--- src/rtl/rw_request_scheduler_pkg.sv ---
// rw_sched_pkg: shared widths, scheduler state enum and latched request struct
package rw_sched_pkg;
  localparam int PAGE_W = 16;
  localparam int DATA_W = 64;
  typedef enum logic [1:0] {IDLE, ISSUE, GAP, RESP} sched_state_t;
  typedef struct packed {
    logic              write;
    logic [PAGE_W-1:0] page;
    logic [DATA_W-1:0] wdata;
  } rw_req_t;
endpackage

--- src/rtl/rw_request_scheduler_if.sv ---
// rw_request_scheduler_if: requester bus (req_*/resp_*) and read/write FSM bus (rw_*) plus busy; slave = scheduler, master = environment
interface rw_request_scheduler_if import rw_sched_pkg::*; #(parameter int NUM_REQ = 2);
  logic [NUM_REQ-1:0]             req_valid;
  logic [NUM_REQ-1:0]             req_write;
  logic [NUM_REQ-1:0][PAGE_W-1:0] req_page;
  logic [NUM_REQ-1:0][DATA_W-1:0] req_wdata;
  logic [NUM_REQ-1:0]             req_ack;
  logic                           resp_ok;
  logic [DATA_W-1:0]              resp_rdata;
  logic                           rw_read;
  logic                           rw_write;
  logic [PAGE_W-1:0]              rw_mempage;
  logic [DATA_W-1:0]              rw_wdata;
  logic                           rw_done;
  logic                           rw_ok;
  logic [DATA_W-1:0]              rw_rdata;
  logic                           busy;
  modport slave (
    input  req_valid, req_write, req_page, req_wdata, rw_done, rw_ok, rw_rdata,
    output req_ack, resp_ok, resp_rdata, rw_read, rw_write, rw_mempage, rw_wdata, busy
  );
  modport master (
    output req_valid, req_write, req_page, req_wdata, rw_done, rw_ok, rw_rdata,
    input  req_ack, resp_ok, resp_rdata, rw_read, rw_write, rw_mempage, rw_wdata, busy
  );
endinterface

--- src/rtl/rw_request_scheduler_rr_arbiter.sv ---
// rr_arbiter: combinational round-robin pick of the first set req_i bit at or above rr_ptr_i, wrapping; ports req_i, rr_ptr_i -> grant_valid_o, grant_idx_o
module rr_arbiter #(
  parameter int NUM_REQ = 2,
  localparam int IW = $clog2(NUM_REQ)
) (
  input  logic [NUM_REQ-1:0] req_i,
  input  logic [IW-1:0]      rr_ptr_i,
  output logic               grant_valid_o,
  output logic [IW-1:0]      grant_idx_o
);
  always_comb begin
    grant_valid_o = 1'b0;
    grant_idx_o   = '0;
    for (int k = NUM_REQ - 1; k >= 0; k--)
      if (req_i[(int'(rr_ptr_i) + k) % NUM_REQ]) begin
        grant_valid_o = 1'b1;
        grant_idx_o   = IW'((int'(rr_ptr_i) + k) % NUM_REQ);
      end
  end
endmodule

--- src/rtl/rw_request_scheduler.sv ---
// rw_request_scheduler: round-robin sequencer sharing one read/write FSM among NUM_REQ requesters with retry; ports clk, rst, bus (slave modport), stat_ok/stat_fail/stat_retry when RW_SCHED_STATS_EN is defined
module rw_request_scheduler import rw_sched_pkg::*; #(
  parameter int NUM_REQ   = 2,
  parameter int MAX_RETRY = 3
) (
  input logic clk,
  input logic rst,
  rw_request_scheduler_if.slave bus
`ifdef RW_SCHED_STATS_EN
  ,
  output logic [31:0] stat_ok,
  output logic [31:0] stat_fail,
  output logic [31:0] stat_retry
`endif
);
  localparam int IW = $clog2(NUM_REQ);
  localparam int RW = (MAX_RETRY > 0) ? $clog2(MAX_RETRY + 1) : 1;
  sched_state_t      state_q, state_d;
  logic [IW-1:0]     ptr_q, ptr_d, idx_q, idx_d, gnt_idx;
  logic [RW-1:0]     retry_q, retry_d;
  rw_req_t           req_q, req_d;
  logic              ok_q, ok_d, gnt_valid;
  logic [DATA_W-1:0] rdata_q, rdata_d;
  rr_arbiter #(.NUM_REQ(NUM_REQ)) u_arb (
    .req_i(bus.req_valid),
    .rr_ptr_i(ptr_q),
    .grant_valid_o(gnt_valid),
    .grant_idx_o(gnt_idx)
  );
  always_comb begin
    state_d = state_q;
    ptr_d   = ptr_q;
    idx_d   = idx_q;
    retry_d = retry_q;
    req_d   = req_q;
    ok_d    = ok_q;
    rdata_d = rdata_q;
    case (state_q)
      IDLE: if (gnt_valid) begin
        idx_d   = gnt_idx;
        req_d   = '{write: bus.req_write[gnt_idx], page: bus.req_page[gnt_idx], wdata: bus.req_wdata[gnt_idx]};
        retry_d = '0;
        state_d = ISSUE;
      end
      ISSUE: if (bus.rw_done) begin
        if (bus.rw_ok) begin
          ok_d    = 1'b1;
          rdata_d = req_q.write ? '0 : bus.rw_rdata;
          state_d = RESP;
        end else if (int'(retry_q) < MAX_RETRY) begin
          retry_d = retry_q + RW'(1);
          state_d = GAP;
        end else begin
          ok_d    = 1'b0;
          rdata_d = '0;
          state_d = RESP;
        end
      end
      GAP: state_d = ISSUE;
      default: begin
        ptr_d   = (idx_q == IW'(NUM_REQ - 1)) ? '0 : idx_q + IW'(1);
        state_d = IDLE;
      end
    endcase
  end
  always_ff @(posedge clk) begin
    if (rst) begin
      state_q <= IDLE;
      ptr_q   <= '0;
      idx_q   <= '0;
      retry_q <= '0;
      req_q   <= '0;
      ok_q    <= 1'b0;
      rdata_q <= '0;
    end else begin
      state_q <= state_d;
      ptr_q   <= ptr_d;
      idx_q   <= idx_d;
      retry_q <= retry_d;
      req_q   <= req_d;
      ok_q    <= ok_d;
      rdata_q <= rdata_d;
    end
  end
  // Levels gated by rw_done so the FSM sees them fall in its done cycle and cannot relaunch
  assign bus.rw_read    = (state_q == ISSUE) & ~req_q.write & ~bus.rw_done;
  assign bus.rw_write   = (state_q == ISSUE) & req_q.write & ~bus.rw_done;
  assign bus.rw_mempage = req_q.page;
  assign bus.rw_wdata   = req_q.wdata;
  assign bus.req_ack    = (state_q == RESP) ? NUM_REQ'(1) << idx_q : '0;
  assign bus.resp_ok    = ok_q;
  assign bus.resp_rdata = rdata_q;
  assign bus.busy       = state_q != IDLE;
`ifdef RW_SCHED_STATS_EN
  always_ff @(posedge clk) begin
    if (rst) begin
      stat_ok    <= '0;
      stat_fail  <= '0;
      stat_retry <= '0;
    end else begin
      if (state_q == RESP && ok_q && ~&stat_ok) stat_ok <= stat_ok + 32'd1;
      if (state_q == RESP && !ok_q && ~&stat_fail) stat_fail <= stat_fail + 32'd1;
      if (state_q == ISSUE && state_d == GAP && ~&stat_retry) stat_retry <= stat_retry + 32'd1;
    end
  end
`endif
endmodule

--- src/flat_wrapper.sv ---
// flat-port wrapper written by rule: the top's interface ports become plain ports
module rw_request_scheduler_flat import rw_sched_pkg::*;
#(
  parameter int NUM_REQ   = 2,
  parameter int MAX_RETRY = 3
)
  (clk, rst, bus_req_valid, bus_req_write, bus_req_page, bus_req_wdata, bus_rw_done, bus_rw_ok, bus_rw_rdata, bus_req_ack, bus_resp_ok, bus_resp_rdata, bus_rw_read, bus_rw_write, bus_rw_mempage, bus_rw_wdata, bus_busy);
  rw_request_scheduler_if #(.NUM_REQ(NUM_REQ)) bus_i ();
  input logic clk;
  input logic rst;
  input wire logic [$bits(bus_i.req_valid)-1:0] bus_req_valid;
  input wire logic [$bits(bus_i.req_write)-1:0] bus_req_write;
  input wire logic [$bits(bus_i.req_page)-1:0] bus_req_page;
  input wire logic [$bits(bus_i.req_wdata)-1:0] bus_req_wdata;
  input wire logic [$bits(bus_i.rw_done)-1:0] bus_rw_done;
  input wire logic [$bits(bus_i.rw_ok)-1:0] bus_rw_ok;
  input wire logic [$bits(bus_i.rw_rdata)-1:0] bus_rw_rdata;
  output wire logic [$bits(bus_i.req_ack)-1:0] bus_req_ack;
  output wire logic [$bits(bus_i.resp_ok)-1:0] bus_resp_ok;
  output wire logic [$bits(bus_i.resp_rdata)-1:0] bus_resp_rdata;
  output wire logic [$bits(bus_i.rw_read)-1:0] bus_rw_read;
  output wire logic [$bits(bus_i.rw_write)-1:0] bus_rw_write;
  output wire logic [$bits(bus_i.rw_mempage)-1:0] bus_rw_mempage;
  output wire logic [$bits(bus_i.rw_wdata)-1:0] bus_rw_wdata;
  output wire logic [$bits(bus_i.busy)-1:0] bus_busy;
  assign bus_i.req_valid = bus_req_valid;
  assign bus_i.req_write = bus_req_write;
  assign bus_i.req_page = bus_req_page;
  assign bus_i.req_wdata = bus_req_wdata;
  assign bus_i.rw_done = bus_rw_done;
  assign bus_i.rw_ok = bus_rw_ok;
  assign bus_i.rw_rdata = bus_rw_rdata;
  assign bus_req_ack = bus_i.req_ack;
  assign bus_resp_ok = bus_i.resp_ok;
  assign bus_resp_rdata = bus_i.resp_rdata;
  assign bus_rw_read = bus_i.rw_read;
  assign bus_rw_write = bus_i.rw_write;
  assign bus_rw_mempage = bus_i.rw_mempage;
  assign bus_rw_wdata = bus_i.rw_wdata;
  assign bus_busy = bus_i.busy;
  rw_request_scheduler #(.NUM_REQ(NUM_REQ), .MAX_RETRY(MAX_RETRY)) u_core (.clk(clk), .rst(rst), .bus(bus_i));
endmodule
--- config.mk ---
export PLATFORM = sky130hd
export DESIGN_NAME = rw_request_scheduler_flat
export DESIGN_NICKNAME = d
export VERILOG_FILES = /design/src/rtl/rw_request_scheduler_pkg.sv /design/src/rtl/rw_request_scheduler_if.sv /design/src/rtl/rw_request_scheduler_rr_arbiter.sv /design/src/rtl/rw_request_scheduler.sv /design/src/flat_wrapper.sv
export SDC_FILE = /design/constraint.sdc
export NUM_CORES = 1
export LEC_CHECK = 0
export BUFFER_PORTS_ARGS = -buffer_cell sky130_fd_sc_hd__buf_2
export CAP_MARGIN = 20
export CELL_PAD_IN_SITES_DETAIL_PLACEMENT = 1
export CELL_PAD_IN_SITES_GLOBAL_PLACEMENT = 1
export CORE_MARGIN = 2
export CORE_UTILIZATION = 25
export CTS_CLUSTER_DIAMETER = 40
export CTS_CLUSTER_SIZE = 40
export DETAILED_ROUTE_END_ITERATION = 12
export GPL_ROUTABILITY_DRIVEN = 0
export GPL_TIMING_DRIVEN = 0
export MAX_ROUTING_LAYER = met4
export PLACE_DENSITY = 0.71
export SLEW_MARGIN = 15
export SYNTH_ARGS = -nofsm -noshare
export SYNTH_HDL_FRONTEND = slang
export SYNTH_SLANG_ARGS = --single-unit
--- constraint.sdc ---
create_clock -name clk -period 1.9 [get_ports clk]
set_input_delay 0 -clock clk [delete_from_list [all_inputs] [get_ports clk]]
set_output_delay 0 -clock clk [all_outputs]
set_load 0.02 [all_outputs]
==> results of run 1 <==
## metal layers
| layer | up-vias | part of all wire |
|---|---|---|
| met5 | - | 0 |
| met4 | 0 | 0.036 |
| met3 | 85 | 0.068 |
| met2 | 388 | 0.51 |
| met1 | 4153 | 0.39 |
| li1 | 4001 | - |
## sequential cells by signal (all words and copies together), names as in the netlist
register and flops:
u_core.bus.resp_ok 1, u_core.bus.resp_rdata 64, u_core.bus.rw_mempage 16, u_core.bus.rw_wdata 64
u_core.ptr_q 1, u_core.state_q 2, u_core.retry_q 2, u_core.req_q 1
u_core.idx_q 1
## Yosys cell counts (2+ instances only)
| library cell | instances |
|---|---|
| dfxtp_1 | 152 |
| a21oi_1 | 87 |
| nand3_1 | 83 |
| o21ai_0 | 83 |
| buf_4 | 82 |
| a311oi_1 | 81 |
| a22o_1 | 64 |
| clkbuf_1 | 40 |
| buf_2 | 29 |
| buf_6 | 7 |
| buf_8 | 6 |
| nor2_1 | 5 |
| inv_1 | 2 |
| nand2_1 | 2 |
| nor3_1 | 2 |
| o221ai_1 | 2 |
| or2_2 | 2 |
## metrics by stage
stage | std cells | hold slack, ps | instance area [um^2] | util
after floorplan | 744 | 82.8 | 6880 | -
after global placement | 1465 | 216 | 9210 | 0.342
after detailed placement | 1465 | 220 | 9210 | 0.342
after CTS | 1725 | 64.6 | 12100 | 0.448
after global routing | 1730 | 126 | 12100 | 0.449
final | 1731 | 100 | 12100 | 0.449
## kinds of logic after synthesis
group	Yosys count	synth area share
buffers and inverters	167	0.159
adders and majority gates	1	0.00182
and+or+nand+nor	104	0.0819
AOI/OAI and AO/OA	320	0.315
DFF	152	0.442
## critical path: cells and delay by family, from the launching register on
kind / cells / cell delay, ps
flip-flops: 1 / 410
AND/OR/NAND/NOR: 1 / 170
AO/OA/AOI/OAI: 2 / 340
buffers and inverters: 2 / 780
## power by group through the flow
stage	Clock (mW)	Combinational, mW	Sequential (mW)
finish	3.41	2.52	3.58
global route	3.63	2.70	3.60
CTS	3.51	2.45	3.57
global placement	0	2.05	3.63
floorplan	0	1.23	3.65
detailed placement	0	2.07	3.64
## layout make-up
cell class                 count  area, um^2
antenna                        5        12.5
fill                        3188       14900
clock buffer                  18         429
multi-input combinational    425        2750
sequential                   152        3040
clock inverter                14         138
inverter                       3        11.3
timing repair buffer         609        4190
tap                          341         427
buffer                       164        1090
## how the worst max path moves through the flow
stage | startpoint | end | slack, ps
after floorplan | u_core.retry_q[0] | u_core.bus.resp_rdata[10] | 450
after CTS | u_core.state_q[0] | u_core.bus.rw_wdata[47] | 20
after detailed placement | u_core.state_q[0] | u_core.bus.rw_wdata[36] | 10
final | u_core.state_q[0] | u_core.bus.rw_wdata[47] | 130
after global routing | u_core.state_q[1] | u_core.bus.rw_wdata[47] | 10
after global placement | u_core.state_q[0] | u_core.bus.rw_wdata[32] | 60
## what timing repair did
action                     4_1_cts  5_1_grt
setup endpoints to repair       10       11
setup buffers                    0        1
resized for setup                1       13
hold buffers                   228        0
hold endpoints to repair       149        0
pin swaps                        0        1
cloned                           0        0
==> results.md, run 1 <==
- Status: finished clean
- Reg2reg path depth: 5
- Net Count, Synth: 977
- Origin of the worst min-delay path: bus_req_valid[0]
- Met3 Usage GRT: 0.0591
- Largest net degree at the start of global routing: 17
- RSZ-0062 raised after global routing: false
- Vias per std cell: 4.98
- Clk Tree Root Cell: clkbuf_16
- Initial core utilization: 0.255
- Setup TNS: 0 ps
- Critical Path Fanout Max: 10
- Share of layout cells above drive strength 1: 0.396
- Setup CP Type: reg2reg
- Worst rel slew slack: 0.566
- Later-pin clock latency in the skew report: 420 ps
- # setup viols final: 0
- CTS tree: yes
- Lkg Pwr: 5.55 nW
- Ys Warns: 0
- F_max: approximately 0.56 GHz
- DR vias: 8627
- Actual transition at the worst max-transition pin: 651 ps
- Max-cap violations: 0
- Max VDD drop: 0.469 mV
- Top cell type's share of synthesized area: 0.442
- FF-to-FF End: u_core.bus.rw_wdata[47]
- IO buf count: 380
- Most common cell after layout, fill and taps aside: buf_2
- Initial antenna violation count: 4
- Fin. Hold Viols: 0
- Required @ worst endpoint: 2250 ps
- GRT met2 Usage: 0.445
- Pint: 6.47 mW
- CTS Buf Count: 17
- Die Area: 28900 um^2
- Combinational share of power: 0.265
- Clock transition at the registers of the reported paths: 70 ps
- Seq/Total Area, Yosys: 0.442
- Fin crit share: 0.934
- Most frequent cells in the layout: buf_2, dlygate4sd3_1, dfxtp_1
- Initial DRC count: 418
- Max-slew violations: 0
- Power density cells: 787 nW/um^2
- Clk sinks: 152
- Dpl hpwl: roughly 23 mm
- Largest cells by area after synthesis: dfxtp_1, a311oi_1, buf_4, a22o_1, a21oi_1
- Setup ws final: 126 ps
- Synth Area per Inst: 9.25 um^2
- CP arrival: approximately 2100 ps
- Die Ht: 170 um
- Antenna Violating Nets Remaining: 0
- CORE AREA: roughly 27000 um^2
- WL final: 36.1 mm
- Clock power share: 0.359
- First-pass GRT wire length: 53.8 mm
- Site row count: 60
- Setup Skew: 14.6 ps
- Number of synthesized register bits: around 150
- GRT overflow: 0
- Area grow syn2layout: 75.8%
- Min cycle time layout: 1770 ps
- End point of the worst hold path: u_core.idx_q
- Synth cell types: 32
- Leading area contributor after synthesis: dfxtp_1
- First-pass DRT Iterations: 5
- Vias in the first global route: roughly 9500
- Worst stage delay on the critical path: 590 ps
- Flop2flop setup slack: 130 ps
- Met1 GRT Util: 0.262
- Post-synth EDFFs: 0
- Die width: 170 um
- I/O pin count: 382
- CP Cell Sequence: nor2_2, buf_6, a21oi_1, a311oi_1, dlygate4sd3_1
- Total GRT Usage: 0.248
- Hold depth: 4
- Final Net Count: 1605
- Net Sw Frac: 0.320
- Hold Crit Class: in2reg
- Reg2Reg Launch Point: u_core.state_q[0]
- Cell Area, Synth: 6880 um^2
- Top FF cell, synth: dfxtp_1
- FFs w/ async S/R, synth: 0
- Critical-path top delay cell: dlygate4sd3_1
- Layer with the highest usage: met2
- H-tree levels: 4
- Total design power: between 9 and 10 mW
- Clock tree buffer depth: 2
- Mapped Cells: 744
- CP Capture Type: flop
- Number of remaining DRC errors: 0
- Sw power: 3.04 mW
- Dpl ws: approximately 10 ps
- Flop pwr share: 0.376
- Startpoint types: flop
- Routed WL per cell: 20.9 um
Power figures use the tool's default switching activity.
==> inputs of run 2 (changes only) <==
--- a/config.mk
+++ b/config.mk
@@ -5,7 +5,7 @@
 export SDC_FILE = /design/constraint.sdc
 export NUM_CORES = 1
 export LEC_CHECK = 0
-export BUFFER_PORTS_ARGS = -buffer_cell sky130_fd_sc_hd__buf_2
+export BUFFER_PORTS_ARGS = -buffer_cell sky130_fd_sc_hd__clkbuf_2
 export CAP_MARGIN = 20
 export CELL_PAD_IN_SITES_DETAIL_PLACEMENT = 1
 export CELL_PAD_IN_SITES_GLOBAL_PLACEMENT = 1
==> results.md, run 2 (synthesis results as in run 1) <==
- Clock tree buffer depth: 2
- Worst rel slew slack: 0.556
- Most common cell after layout, fill and taps aside: clkbuf_2
- Required @ worst endpoint: between 2000 and 2500 ps
- Final Net Count: about 1600
- Combinational share of power: 0.263
- Setup ws final: 116 ps
- GRT overflow: 0
- Non-filler cells, final: 1728
- CORE AREA: between 20000 and 30000 um^2
- CP arrival: 2110 ps
- Die Area: 28900 um^2
- RSZ-0062 raised after global routing: false
- Finished Core Util: 0.448
- Number of remaining DRC errors: 0
- Total design power: ~9.6 mW
- IO buf count: 380
- DR vias: 8699
- Fin area: 12100 um^2
- CTS Buf Count: 17
- Max-cap violations: 0
- Fillers: about 3200
- Actual transition at the worst max-transition pin: 666 ps
- First-pass GRT wire length: ~52 mm
- Dpl hpwl: approximately 23 mm
- Clock power share: 0.362
- Lkg Pwr: 5.49 nW
- Initial antenna violation count: 3
- WL final: 35.6 mm
- Setup CP Type: reg2reg
- Antenna Violating Nets Remaining: 0
- Site row count: 60
- Area of placed instances: 9210 um^2
- Hold slack: roughly 89 ps
- Fin crit share: 0.939
- First-pass DRT Iterations: 4
- Routed WL per cell: between 20 and 25 um
- Largest net degree at the start of global routing: 17
- F_max: 0.561 GHz
- Total GRT Usage: 0.242
- Initial core utilization: 0.255
- Fin. Hold Viols: 0
- Most frequent cells in the layout: clkbuf_2, dlygate4sd3_1, dfxtp_1
- Critical Path Fanout Max: 10
- Max VDD drop: 0.480 mV
- CTS tree: yes
- Hold Crit Class: in2reg
- Vias in the first global route: 9314
- Clk Tree Root Cell: clkbuf_16
- # setup viols final: 0
- Pint: 6.50 mW
- Net Sw Frac: 0.320
- Die width: between 150 and 200 um
- Startpoint types: flop
- Sw power: about 3 mW
- Cell count after placement: 1465
- Initial DRC count: 397
- Setup Skew: 14.4 ps
- Setup TNS: 0 ps
- Share of layout cells above drive strength 1: 0.393
- Post-CTS Setup Bufs: 0
- Status: finished clean
- Clock transition at the registers of the reported paths: roughly 70 ps
- Flop pwr share: 0.375
- Clk sinks: roughly 150
- Die Ht: 170 um
- Area grow syn2layout: 75.6%
- Vias per std cell: just over 5
- H-tree levels: 4
- Max-slew violations: 0
- Later-pin clock latency in the skew report: between 400 and 500 ps
- Min cycle time layout: 1780 ps
- Power density cells: ~790 nW/um^2
- I/O pin count: 382
- Dpl ws: 42.1 ps
- CP Capture Type: flop
[run 2: layout make-up]
type / instances / area, um^2 / share of cell area
Tap cell: 341 / 427 / 0.0353
Antenna cell: 3 / 7.51 / 0.000621
Multi-Input combinational cell: 425 / 2750 / 0.228
Clock buffer: 19 / 443 / 0.0367
Clock inverter: 13 / 134 / 0.0111
Timing Repair Buffer: 608 / 4180 / 0.346
Inverter: 3 / 11.3 / 0.000932
Sequential cell: 152 / 3040 / 0.252
Buffer: 164 / 1080 / 0.0896
[run 2: critical path: stages (launching register included)]
cell and delay (ps):
dfxtp_1 330, nor2b_1 110, buf_2 320, clkbuf_1 470, o21ai_0 180, a311oi_1 280
[run 2: power groups by stage]
| stage | registers (mW) | logic [mW] | clock network, mW |
|---|---|---|---|
| 4_1_cts | 3.57 | 2.45 | 3.54 |
| 2_1_floorplan | 3.65 | 1.23 | 0 |
| 3_3_place_gp | 3.63 | 2.05 | 0 |
| 3_5_place_dp | 3.64 | 2.07 | 0 |
| 5_1_grt | 3.61 | 2.68 | 3.68 |
| 6_report | 3.58 | 2.52 | 3.45 |
[run 2: path summary, 6_finish.rpt]
check	start	end	slack, ps	cells past startpoint
worst max-delay path	u_core.ptr_q	u_core.bus.rw_wdata[32]	120	5
worst min-delay path	bus_req_valid[1]	u_core.idx_q	90	4
worst max register to register	u_core.ptr_q	u_core.bus.rw_wdata[32]	120	5
worst min register to register	u_core.bus.resp_rdata[51]	u_core.bus.resp_rdata[51]	470	1
[run 2: timing repair]
item | in CTS | in global routing
setup endpoints to repair | 0 | 76
resized for setup | 0 | 5
endpoints found under the hold margin | 149 | 0
hold buffers | 228 | 0
[run 2: layer usage]
metal / global-route usage / vias to the layer above / share of wire
li1: - / 4009 / -
met1: 0.259 / 4172 / 0.39
met2: 0.428 / 426 / 0.50
met3: 0.0519 / 92 / 0.066
met4: 0.112 / 0 / 0.042
met5: - / - / 0
